$ cat src/rtl/jtag_loader_pkg.sv
// Shared constants and encodings for the JTAG configuration frame loader.
package jtag_loader_pkg;

    localparam logic [31:0] SYNC_WORD = 32'hFAB0_FAB1;
    localparam int          END_BIT   = 31;
    localparam int          DATA_W    = 32;

    typedef enum logic [2:0] {
        ST_IDLE,
        ST_ADDR,
        ST_DATA,
        ST_CHK,
        ST_DONE
    } state_e;

    // FIFO entries are packed {last, addr, data}; addr width is set by the top.
    function automatic int entry_w(input int addr_w);
        return 1 + addr_w + DATA_W;
    endfunction

endpackage

$ cat src/rtl/loader_fifo.sv
// First-word-fall-through FIFO; a write into a full FIFO succeeds when a read happens the same cycle.
module loader_fifo #(
    parameter int DEPTH = 4,
    parameter int WIDTH = 8
) (
    input  logic             clk,
    input  logic             rst,
    input  logic             wr_en,
    input  logic [WIDTH-1:0] wr_data,
    input  logic             rd_en,
    output logic [WIDTH-1:0] rd_data,
    output logic             full,
    output logic             empty
);
    localparam int PW = $clog2(DEPTH);

    logic [PW-1:0]    wr_ptr_q, rd_ptr_q;
    logic [PW:0]      cnt_q, cnt_d;
    logic [WIDTH-1:0] mem_q [DEPTH];
    logic             do_wr, do_rd;

    assign empty   = (cnt_q == '0);
    assign full    = (cnt_q == (PW+1)'(DEPTH));
    assign do_rd   = rd_en & ~empty;
    assign do_wr   = wr_en & (~full | do_rd);
    // Empty FIFO presents zeros so the output port has a defined idle value.
    assign rd_data = empty ? '0 : mem_q[rd_ptr_q];

    always_comb begin
        cnt_d = cnt_q;
        case ({do_wr, do_rd})
            2'b10:   cnt_d = cnt_q + 1'b1;
            2'b01:   cnt_d = cnt_q - 1'b1;
            default: cnt_d = cnt_q;
        endcase
    end

    always_ff @(posedge clk or posedge rst) begin
        if (rst) begin
            wr_ptr_q <= '0;
            rd_ptr_q <= '0;
            cnt_q    <= '0;
        end else begin
            if (do_wr) wr_ptr_q <= wr_ptr_q + 1'b1;
            if (do_rd) rd_ptr_q <= rd_ptr_q + 1'b1;
            cnt_q <= cnt_d;
        end
    end

    always_ff @(posedge clk) begin
        if (do_wr) mem_q[wr_ptr_q] <= wr_data;
    end

endmodule

$ cat src/rtl/jtag_frame_loader.sv
// Parses the TAP PROGRAM word stream into buffered, addressed frame writes.
// Optional per-frame XOR checksum word: define JTAG_FRAME_LOADER_CHECKSUM_EN.
module jtag_frame_loader
    import jtag_loader_pkg::*;
#(
    parameter int FRAME_WORDS = 20,
    parameter int ADDR_W      = 8,
    parameter int FIFO_DEPTH  = 4
) (
    input  logic              clk,
    input  logic              rst,
    input  logic [31:0]       in_data,
    input  logic              in_strobe,
    input  logic              in_active,
    output logic [ADDR_W-1:0] frame_addr,
    output logic [31:0]       frame_data,
    output logic              frame_last,
    output logic              frame_valid,
    input  logic              frame_ready,
    output logic              busy,
    output logic              done,
    output logic              error,
    output logic [15:0]       words_loaded
);
    localparam int         EW       = entry_w(ADDR_W);
    localparam logic [7:0] LAST_IDX = 8'(FRAME_WORDS - 1);

    typedef struct packed {
        logic              last;
        logic [ADDR_W-1:0] addr;
        logic [31:0]       data;
    } entry_t;

    state_e            state_q, state_d;
    logic [ADDR_W-1:0] addr_q, addr_d;
    logic [7:0]        wcnt_q, wcnt_d;
    logic              error_q, error_d;
    logic              done_q, done_d;
    logic [15:0]       wl_q, wl_d;
`ifdef JTAG_FRAME_LOADER_CHECKSUM_EN
    logic [31:0]       csum_q, csum_d;
`endif

    logic              push, wr_ok, is_last;
    logic              fifo_full, fifo_empty;
    entry_t            wr_entry, head;
    logic [EW-1:0]     rd_bits;

    assign is_last  = (wcnt_q == LAST_IDX);
    assign wr_entry = '{last: is_last, addr: addr_q, data: in_data};
    // A full FIFO still takes the word when the consumer drains one this cycle.
    assign wr_ok    = ~fifo_full | frame_ready;

    always_comb begin
        state_d = state_q;
        addr_d  = addr_q;
        wcnt_d  = wcnt_q;
        error_d = error_q;
        done_d  = 1'b0;
        wl_d    = wl_q;
        push    = 1'b0;
`ifdef JTAG_FRAME_LOADER_CHECKSUM_EN
        csum_d  = csum_q;
`endif
        if (!in_active && state_q != ST_DONE) begin
            state_d = ST_IDLE;
            if (state_q != ST_IDLE) error_d = 1'b1;
        end else if (in_strobe) begin
            case (state_q)
                ST_IDLE: begin
                    if (in_data == SYNC_WORD) state_d = ST_ADDR;
                end
                ST_ADDR: begin
                    if (in_data[END_BIT]) begin
                        state_d = ST_DONE;
                        done_d  = 1'b1;
                    end else begin
                        addr_d  = in_data[ADDR_W-1:0];
                        wcnt_d  = '0;
                        state_d = ST_DATA;
`ifdef JTAG_FRAME_LOADER_CHECKSUM_EN
                        csum_d  = in_data;
`endif
                    end
                end
                ST_DATA: begin
                    push   = 1'b1;
                    wcnt_d = wcnt_q + 8'd1;
                    if (!wr_ok)                error_d = 1'b1;
                    else if (wl_q != 16'hFFFF) wl_d    = wl_q + 16'd1;
`ifdef JTAG_FRAME_LOADER_CHECKSUM_EN
                    csum_d = csum_q ^ in_data;
                    if (is_last) state_d = ST_CHK;
`else
                    if (is_last) state_d = ST_ADDR;
`endif
                end
`ifdef JTAG_FRAME_LOADER_CHECKSUM_EN
                ST_CHK: begin
                    if (in_data != csum_q) error_d = 1'b1;
                    state_d = ST_ADDR;
                end
`endif
                ST_DONE: begin
                    if (in_data == SYNC_WORD) begin
                        state_d = ST_ADDR;
                        error_d = 1'b0;
                        wl_d    = '0;
                    end
                end
                default: state_d = ST_IDLE;
            endcase
        end
    end

    always_ff @(posedge clk or posedge rst) begin
        if (rst) begin
            state_q <= ST_IDLE;
            addr_q  <= '0;
            wcnt_q  <= '0;
            error_q <= 1'b0;
            done_q  <= 1'b0;
            wl_q    <= '0;
        end else begin
            state_q <= state_d;
            addr_q  <= addr_d;
            wcnt_q  <= wcnt_d;
            error_q <= error_d;
            done_q  <= done_d;
            wl_q    <= wl_d;
        end
    end

`ifdef JTAG_FRAME_LOADER_CHECKSUM_EN
    always_ff @(posedge clk or posedge rst) begin
        if (rst) csum_q <= '0;
        else     csum_q <= csum_d;
    end
`endif

    loader_fifo #(
        .DEPTH (FIFO_DEPTH),
        .WIDTH (EW)
    ) u_fifo (
        .clk     (clk),
        .rst     (rst),
        .wr_en   (push),
        .wr_data (wr_entry),
        .rd_en   (frame_ready),
        .rd_data (rd_bits),
        .full    (fifo_full),
        .empty   (fifo_empty)
    );

    assign head         = entry_t'(rd_bits);
    assign frame_addr   = head.addr;
    assign frame_data   = head.data;
    assign frame_last   = head.last;
    assign frame_valid  = ~fifo_empty;
    assign busy         = (state_q != ST_IDLE && state_q != ST_DONE) | ~fifo_empty;
    assign done         = done_q;
    assign error        = error_q;
    assign words_loaded = wl_q;

endmodule

$ cat config.mk
export PLATFORM = sky130hd
export DESIGN_NAME = jtag_frame_loader
export DESIGN_NICKNAME = d
export VERILOG_FILES = /design/src/rtl/jtag_loader_pkg.sv /design/src/rtl/loader_fifo.sv /design/src/rtl/jtag_frame_loader.sv
export SDC_FILE = /design/constraint.sdc
export NUM_CORES = 1
export LEC_CHECK = 0
export CORE_MARGIN = 2
export CORE_UTILIZATION = 40
export DETAILED_ROUTE_END_ITERATION = 16
export DONT_BUFFER_PORTS = 1
export HOLD_SLACK_MARGIN = 0.1
export MAX_ROUTING_LAYER = met4
export SETUP_SLACK_MARGIN = 0.05
export SLEW_MARGIN = 20
export SYNTH_ARGS = -nofsm -noshare
export SYNTH_HDL_FRONTEND = slang
export SYNTH_SLANG_ARGS = --single-unit
$ cat constraint.sdc
create_clock -name clk -period 3.5 [get_ports clk]
set_clock_uncertainty 0.1 [all_clocks]
set_input_delay 0.525 -clock clk [delete_from_list [all_inputs] [get_ports clk]]
set_output_delay 0.525 -clock clk [all_outputs]
set_load 0.05 [all_outputs]
==> results of run 1 <==
==> final timing paths <==
path                                                      from                             end  slack, ns  cells after the start
worst max-delay path            u_fifo.rd_ptr_q[0]$_DFFE_PP0P_                  frame_data[11]       0.39                      3
worst min-delay path                                 in_active               error$_DFFE_PP0P_       0.21                      3
worst max register to register     u_fifo.cnt_q[0]$_DFFE_PP0P_     u_fifo.cnt_q[2]$_DFFE_PP0P_       0.85                      8
worst min register to register     u_fifo.cnt_q[2]$_DFFE_PP0P_     u_fifo.cnt_q[2]$_DFFE_PP0P_       0.39                      1
max in group asynchronous                                  rst  u_fifo.rd_ptr_q[1]$_DFFE_PP0P_       2.04                      2
min in group asynchronous                                  rst    words_loaded[13]$_DFFE_PP0P_       0.62                      2
==> per-layer routing <==
layer | part of all wire, % | GRT usage (%) | vias to the layer above
met4 | 1.5 | 3.88 | 0
met5 | 0 | - | -
met2 | 49 | 26.5 | 143
met3 | 7.9 | 4.28 | 20
met1 | 42 | 20.5 | 2332
li1 | - | - | 2056
==> report_power, final <==
group          switching (uW)  total [uW]  internal [uW]
logic                    1790        2580            797
registers                 255        3120           2860
clock network             927        2420           1500
total                    2970        8120           5150
==> flip-flops by register name, indices dropped and copies added, names as in the netlist <==
| signal | count |
|---|---|
| done | 1 |
| u_fifo.wr_ptr_q | 2 |
| error | 1 |
| state_q | 3 |
| u_fifo.cnt_q | 3 |
| wcnt_q | 8 |
| words_loaded | 16 |
| u_fifo.mem_q | 164 |
| addr_q | 8 |
| u_fifo.rd_ptr_q | 2 |
==> cells by family after synthesis <==
group                    synth area share [%]
XOR/XNOR                                 1.21
flip-flops                               69.5
multiplexers                             12.1
AND/OR/NAND/NOR                          9.50
buffers and inverters                    1.88
AO/OA/AOI/OAI                            4.56
adder cells (fa/ha/maj)                  1.24
==> cells in the final DEF, fill, tap and decap left out, drive strengths merged, types with 5 or more instances in the layout <==
master | Yosys | layout
clkinv | 0 | 11
buf | 10 | 13
nand4 | 7 | 7
ha | 7 | 7
inv | 14 | 15
xor2 | 7 | 7
nor2 | 15 | 15
a31oi | 11 | 11
dlygate4sd3 | 0 | 34
o21ai | 11 | 11
nand2 | 21 | 21
edfxtp | 164 | 164
mux2 | 9 | 9
a41oi | 6 | 6
xnor2 | 5 | 5
clkbuf | 12 | 25
a21oi | 15 | 15
and2 | 46 | 46
nor2b | 5 | 5
nand3 | 8 | 8
mux4 | 41 | 41
dfrtp | 44 | 44
==> synthesized netlist by cell type (2+ instances only) <==
master / count / area share (%)
mux2i_1: 2 / 0.23
nor4bb_1: 2 / 0.23
nand3_1: 7 / 0.40
nor4b_2: 2 / 0.35
mux4_2: 41 / 11
o32ai_1: 2 / 0.20
buf_6: 2 / 0.26
mux2_2: 9 / 1.2
nor2_1: 15 / 0.65
edfxtp_1: 164 / 57
nor4_1: 3 / 0.22
and4b_1: 2 / 0.23
nand2b_1: 3 / 0.22
a31oi_1: 7 / 0.51
xor2_1: 7 / 0.71
nand2_1: 21 / 0.91
dfrtp_1: 44 / 13
xnor2_1: 5 / 0.51
a21oi_1: 15 / 0.87
a31oi_2: 3 / 0.43
clkbuf_1: 12 / 0.52
o21a_1: 4 / 0.35
nor4b_1: 2 / 0.20
buf_2: 7 / 0.40
ha_1: 7 / 1.0
inv_1: 13 / 0.56
nand4bb_1: 2 / 0.26
o21ai_0: 10 / 0.58
a41oi_1: 6 / 0.61
and2_1: 46 / 3.3
nor2b_1: 5 / 0.36
and3_1: 3 / 0.22
nand4_1: 6 / 0.43
==> layout make-up <==
class,count,area share (%)
Inverter,14,0.516
Tap cell,275,3.38
Antenna cell,1,0.0246
Multi-Input combinational cell,256,24.5
Clock buffer,25,5.73
Timing Repair Buffer,47,4.80
Sequential cell,208,59.2
Clock inverter,17,1.83
==> per-stage QoR <==
step | power [uW] | hold slack [ns] | util (%) | area, sq um
finish | 8120 | 0.210 | 48.1 | 10200
global route | 8490 | 0.209 | 48.1 | 10200
CTS | 8230 | 0.191 | 48.1 | 10200
detailed placement | 5740 | 0.382 | 42.8 | 9060
global placement | 5700 | 0.363 | 42.8 | 9060
floorplan | 5360 | 0.348 | - | 8660
==> worst max-delay path, stage by stage, from the launching register on <==
cell	delay, ns
dfrtp_2	0.76
buf_12	0.29
mux4_2	0.56
and2_1	0.35
==> impl_metrics.py, run 1 <==
metrics = {
    "status": {
        "outcome": "finished clean",
    },
    "pwr": {
        "ir_drop_mv": 0.303,
        "p_per_area_nw_per_um2": 798,
        "leakagePower_uw": 0.00354,
    },
    "final_layout": {
        "fin_nets": 595,
        "multi_input_area_sq_um": 2490,
        "fillers": 1765,
        "instances_no_fill": 843,
        "seq_area_sq_um": 6030,
        "syn_to_final_growth_pct": 17.4,
        "drive_gt1_share_pct": 20.8,
    },
    "clock_network": {
        "clock_path_buffers": 3,
        "post_cts_hold_buffer_count": 34,
        "h-tree-depth": 1,
        "cts_root_buffer": "clkbuf_16",
        "cts_buffers": 23,
        "clk_pin_slew_worst_paths_ns": 0.06,
        "clock-sinks": 208,
        "cts_tree": "done",
        "postCtsSetupRepairBufs": 0,
        "clk_latency_ns": 0.50,
        "cts_resized": 0,
    },
    "sta": {
        "setup_violations": 0,
        "final.min_clock_period_ns": 3.11,
        "setup_tns_ns": 0,
        "slew_violations": 0,
        "setup_slack_ns": 0.393,
        "post-route-period-util_pct": 88.8,
        "rsz0062_at_grt": "false",
        "relSlewSlack_pct": 34.2,
        "hold_violations": 0,
        "max_freq_mhz": 322,
        "worst_pin_slew_ns": 0.982,
    },
    "drt": {
        "final_antenna_net_count": 0,
        "vias_per_cell": 5.40,
        "wl_um": 17700,
        "post_drt_wl_per_cell_um": 21.0,
        "route.vias.total": 4551,
        "drc": 0,
        "drtIter0Drc": 216,
        "firstDrtPassIters": 4,
    },
    "synth": {
        "yosysWarnings": 0,
        "syn_inst": 500,
        "synth_edf_count": 164,
        "seq_area_frac_synth_pct": 69.5,
        "synth_flop_cell": "edfxtp_1",
        "synth_cell_types": 54,
        "postSynth.asyncResetShare_pct": 21.2,
        "synth.avg_cell_area_sq_um": 17.3,
        "syn-cell-area_sq_um": 8660,
        "synth.net_count": 545,
        "ys_seq_elements": 208,
    },
    "floorplanning": {
        "die_w_um": 151,
        "io_pins": 98,
        "rows": 53,
        "coreArea_sq_um": 21200,
        "die_height_um": 151,
        "die-area_sq_um": 22900,
        "start_util_pct": 41.0,
    },
    "run": {
        "max-cap-violations": 0,
    },
    "placement": {
        "gp_congestion": 0.821,
        "dp.cells": 766,
        "place_hpwl_um": 10600,
        "port-buffer-count": 0,
        "pre_cts_ws_ns": 0.823,
    },
    "setup_path": {
        "setup.worst_path.class": "flop to output port",
        "critPathRequiredTime_ns": 2.87,
        "worstPathMaxFanout": 22,
        "cp-start-kind": "flop",
        "endpoint_kind": "output port",
        "worstPathArrival_ns": 2.48,
    },
    "global_routing": {
        "track_usage_pct": 16.3,
        "antenna_found_initial": 1,
        "grt_pass1_vias": 4827,
        "grt_max_degree": 45,
        "gr-total-overflow": 0,
        "grt_first_pass_wirelength_um": 27600,
    },
    "min_path": {
        "hp-class": "primary input to flop",
    },
}
(Power assumes the default switching activity.)
==> run 2: changes to the inputs <==
--- a/config.mk
+++ b/config.mk
@@ -6,7 +6,7 @@
 export NUM_CORES = 1
 export LEC_CHECK = 0
 export CORE_MARGIN = 2
-export CORE_UTILIZATION = 40
+export CORE_UTILIZATION = 45
 export DETAILED_ROUTE_END_ITERATION = 16
 export DONT_BUFFER_PORTS = 1
 export HOLD_SLACK_MARGIN = 0.1
==> impl_metrics.py, run 2 (synthesis gave the netlist of run 1 again) <==
metrics = {
    "final_layout": {
        "fin_nets": 596,
        "largest_reg_flops": 164,
        "syn_to_final_growth_pct": 17.9,
        "final_core_util_pct": 54.3,
        "n_antenna_cell": 0,
        "final_cell_mix": "edfxtp_1 (164), and2_1 (42), dfrtp_1 (42)",
        "largest_register": "u_fifo.mem_q",
        "final_common_cell": "edfxtp_1",
        "drive_gt1_share_pct": 21.5,
    },
    "global_routing": {
        "grt_first_pass_wirelength_um": 27500,
        "antenna_found_initial": 0,
        "track_usage_pct": 18.3,
        "gr-total-overflow": 0,
        "grt_max_degree": 45,
        "grt_pass1_vias": 4852,
    },
    "sta": {
        "setup_tns_ns": 0,
        "final.min_clock_period_ns": 3.07,
        "max_freq_mhz": 326,
        "hold_violations": 0,
        "rsz0062_at_grt": "false",
        "relSlewSlack_pct": 32.3,
        "setup_violations": 0,
        "post-route-period-util_pct": 87.6,
        "worst_pin_slew_ns": 1.01,
        "slew_violations": 0,
    },
    "drt": {
        "route.vias.total": 4565,
        "drc": 0,
        "firstDrtPassIters": 4,
        "vias_per_cell": 5.52,
        "wl_um": 17700,
        "post_drt_wl_per_cell_um": 21.4,
        "drtIter0Drc": 197,
        "final_antenna_net_count": 0,
    },
    "setup_path": {
        "critPathRequiredTime_ns": 2.87,
        "setup.worst_path.class": "flop to output port",
        "worstPathArrival_ns": 2.44,
        "cp-start-kind": "flop",
        "endpoint_kind": "output port",
        "worstPathMaxFanout": 27,
    },
    "pwr": {
        "p_per_area_nw_per_um2": 804,
        "ir_drop_mv": 0.370,
        "leakagePower_uw": 0.00355,
    },
    "placement": {
        "place_hpwl_um": 10700,
        "gp_congestion": 0.796,
        "port-buffer-count": 0,
    },
    "floorplanning": {
        "die-area_sq_um": 20400,
        "start_util_pct": 46.0,
        "io_pins": 98,
        "rows": 50,
        "coreArea_sq_um": 18800,
        "die_height_um": 143,
        "die_w_um": 143,
    },
    "clock_network": {
        "clk_pin_slew_worst_paths_ns": 0.06,
        "cts_tree": "done",
        "cts_root_buffer": "clkbuf_16",
        "postCtsSetupRepairBufs": 0,
        "clk_latency_ns": 0.49,
        "h-tree-depth": 1,
        "clock-sinks": 208,
        "cts_buffers": 23,
        "clock_path_buffers": 3,
    },
    "status": {
        "outcome": "finished clean",
    },
    "run": {
        "max-cap-violations": 0,
    },
    "min_path": {
        "hp-class": "primary input to flop",
    },
}
==> run 2: layer usage <==
| metal | vias up | wire length (um) | GRT usage (%) |
|---|---|---|---|
| li1 | 2061 | - | - |
| met1 | 2373 | 7540 | 23.4 |
| met2 | 113 | 8820 | 29.7 |
| met3 | 18 | 1120 | 4.90 |
| met4 | 0 | 246 | 4.12 |
| met5 | - | 0 | - |
==> run 2: worst max-delay path, cell delays in order (launching register included) <==
cell and delay (ns):
dfrtp_4 0.79, buf_12 0.26, mux4_2 0.54, and2_1 0.35
==> run 2: final timing paths <==
kind	startpoint	to	slack [ns]	depth (start not counted)
min in group asynchronous	rst	addr_q[5]$_DFFE_PP0P_	0.63	2
setup reg to reg	words_loaded[4]$_DFFE_PP0P_	words_loaded[3]$_DFFE_PP0P_	0.98	5
setup / recovery	u_fifo.rd_ptr_q[0]$_DFFE_PP0P_	frame_data[25]	0.43	3
hold reg to reg	u_fifo.cnt_q[2]$_DFFE_PP0P_	u_fifo.cnt_q[2]$_DFFE_PP0P_	0.38	1
max in group asynchronous	rst	u_fifo.rd_ptr_q[0]$_DFFE_PP0P_	1.94	2
hold / removal	in_active	state_q[0]$_DFFE_PP0P_	0.21	2
==> run 2: layout make-up <==
class                   instances  area, sq um
fillers                      1492         8610
flip-flops and latches        208         6030
multi-input cells             256         2490
clock buffers                  25          583
repair buffers                 48          508
well taps                     260          325
clock inverters                16          228
inverters                      14         52.6
==> run 2: what timing repair did <==
item                                   4_1_cts  5_1_grt
endpoints found under the hold margin      181        0
resized for setup                            0        0
hold buffers                                34        0
==> run 2: per-stage QoR <==
step | power (uW) | hold WS [ns] | std cells | instance area [sq um] | worst slack (ns)
2_1_floorplan | 5360 | 0.348 | 500 | 8660 | 0.964
6_report | 8220 | 0.210 | 827 | 10200 | 0.434
3_3_place_gp | 5680 | 0.365 | 752 | 9070 | 0.898
4_1_cts | 8310 | 0.187 | 827 | 10200 | 0.359
3_5_place_dp | 5720 | 0.376 | 752 | 9070 | 0.894
5_1_grt | 8550 | 0.212 | 827 | 10200 | 0.304
==> run 2: report_power, final <==
part	leakage, uW	switching [uW]	total, uW	internal [uW]
Clock	0.000381	952	2530	1580
Combinational	0.00113	1730	2520	789
Sequential	0.00204	305	3170	2860
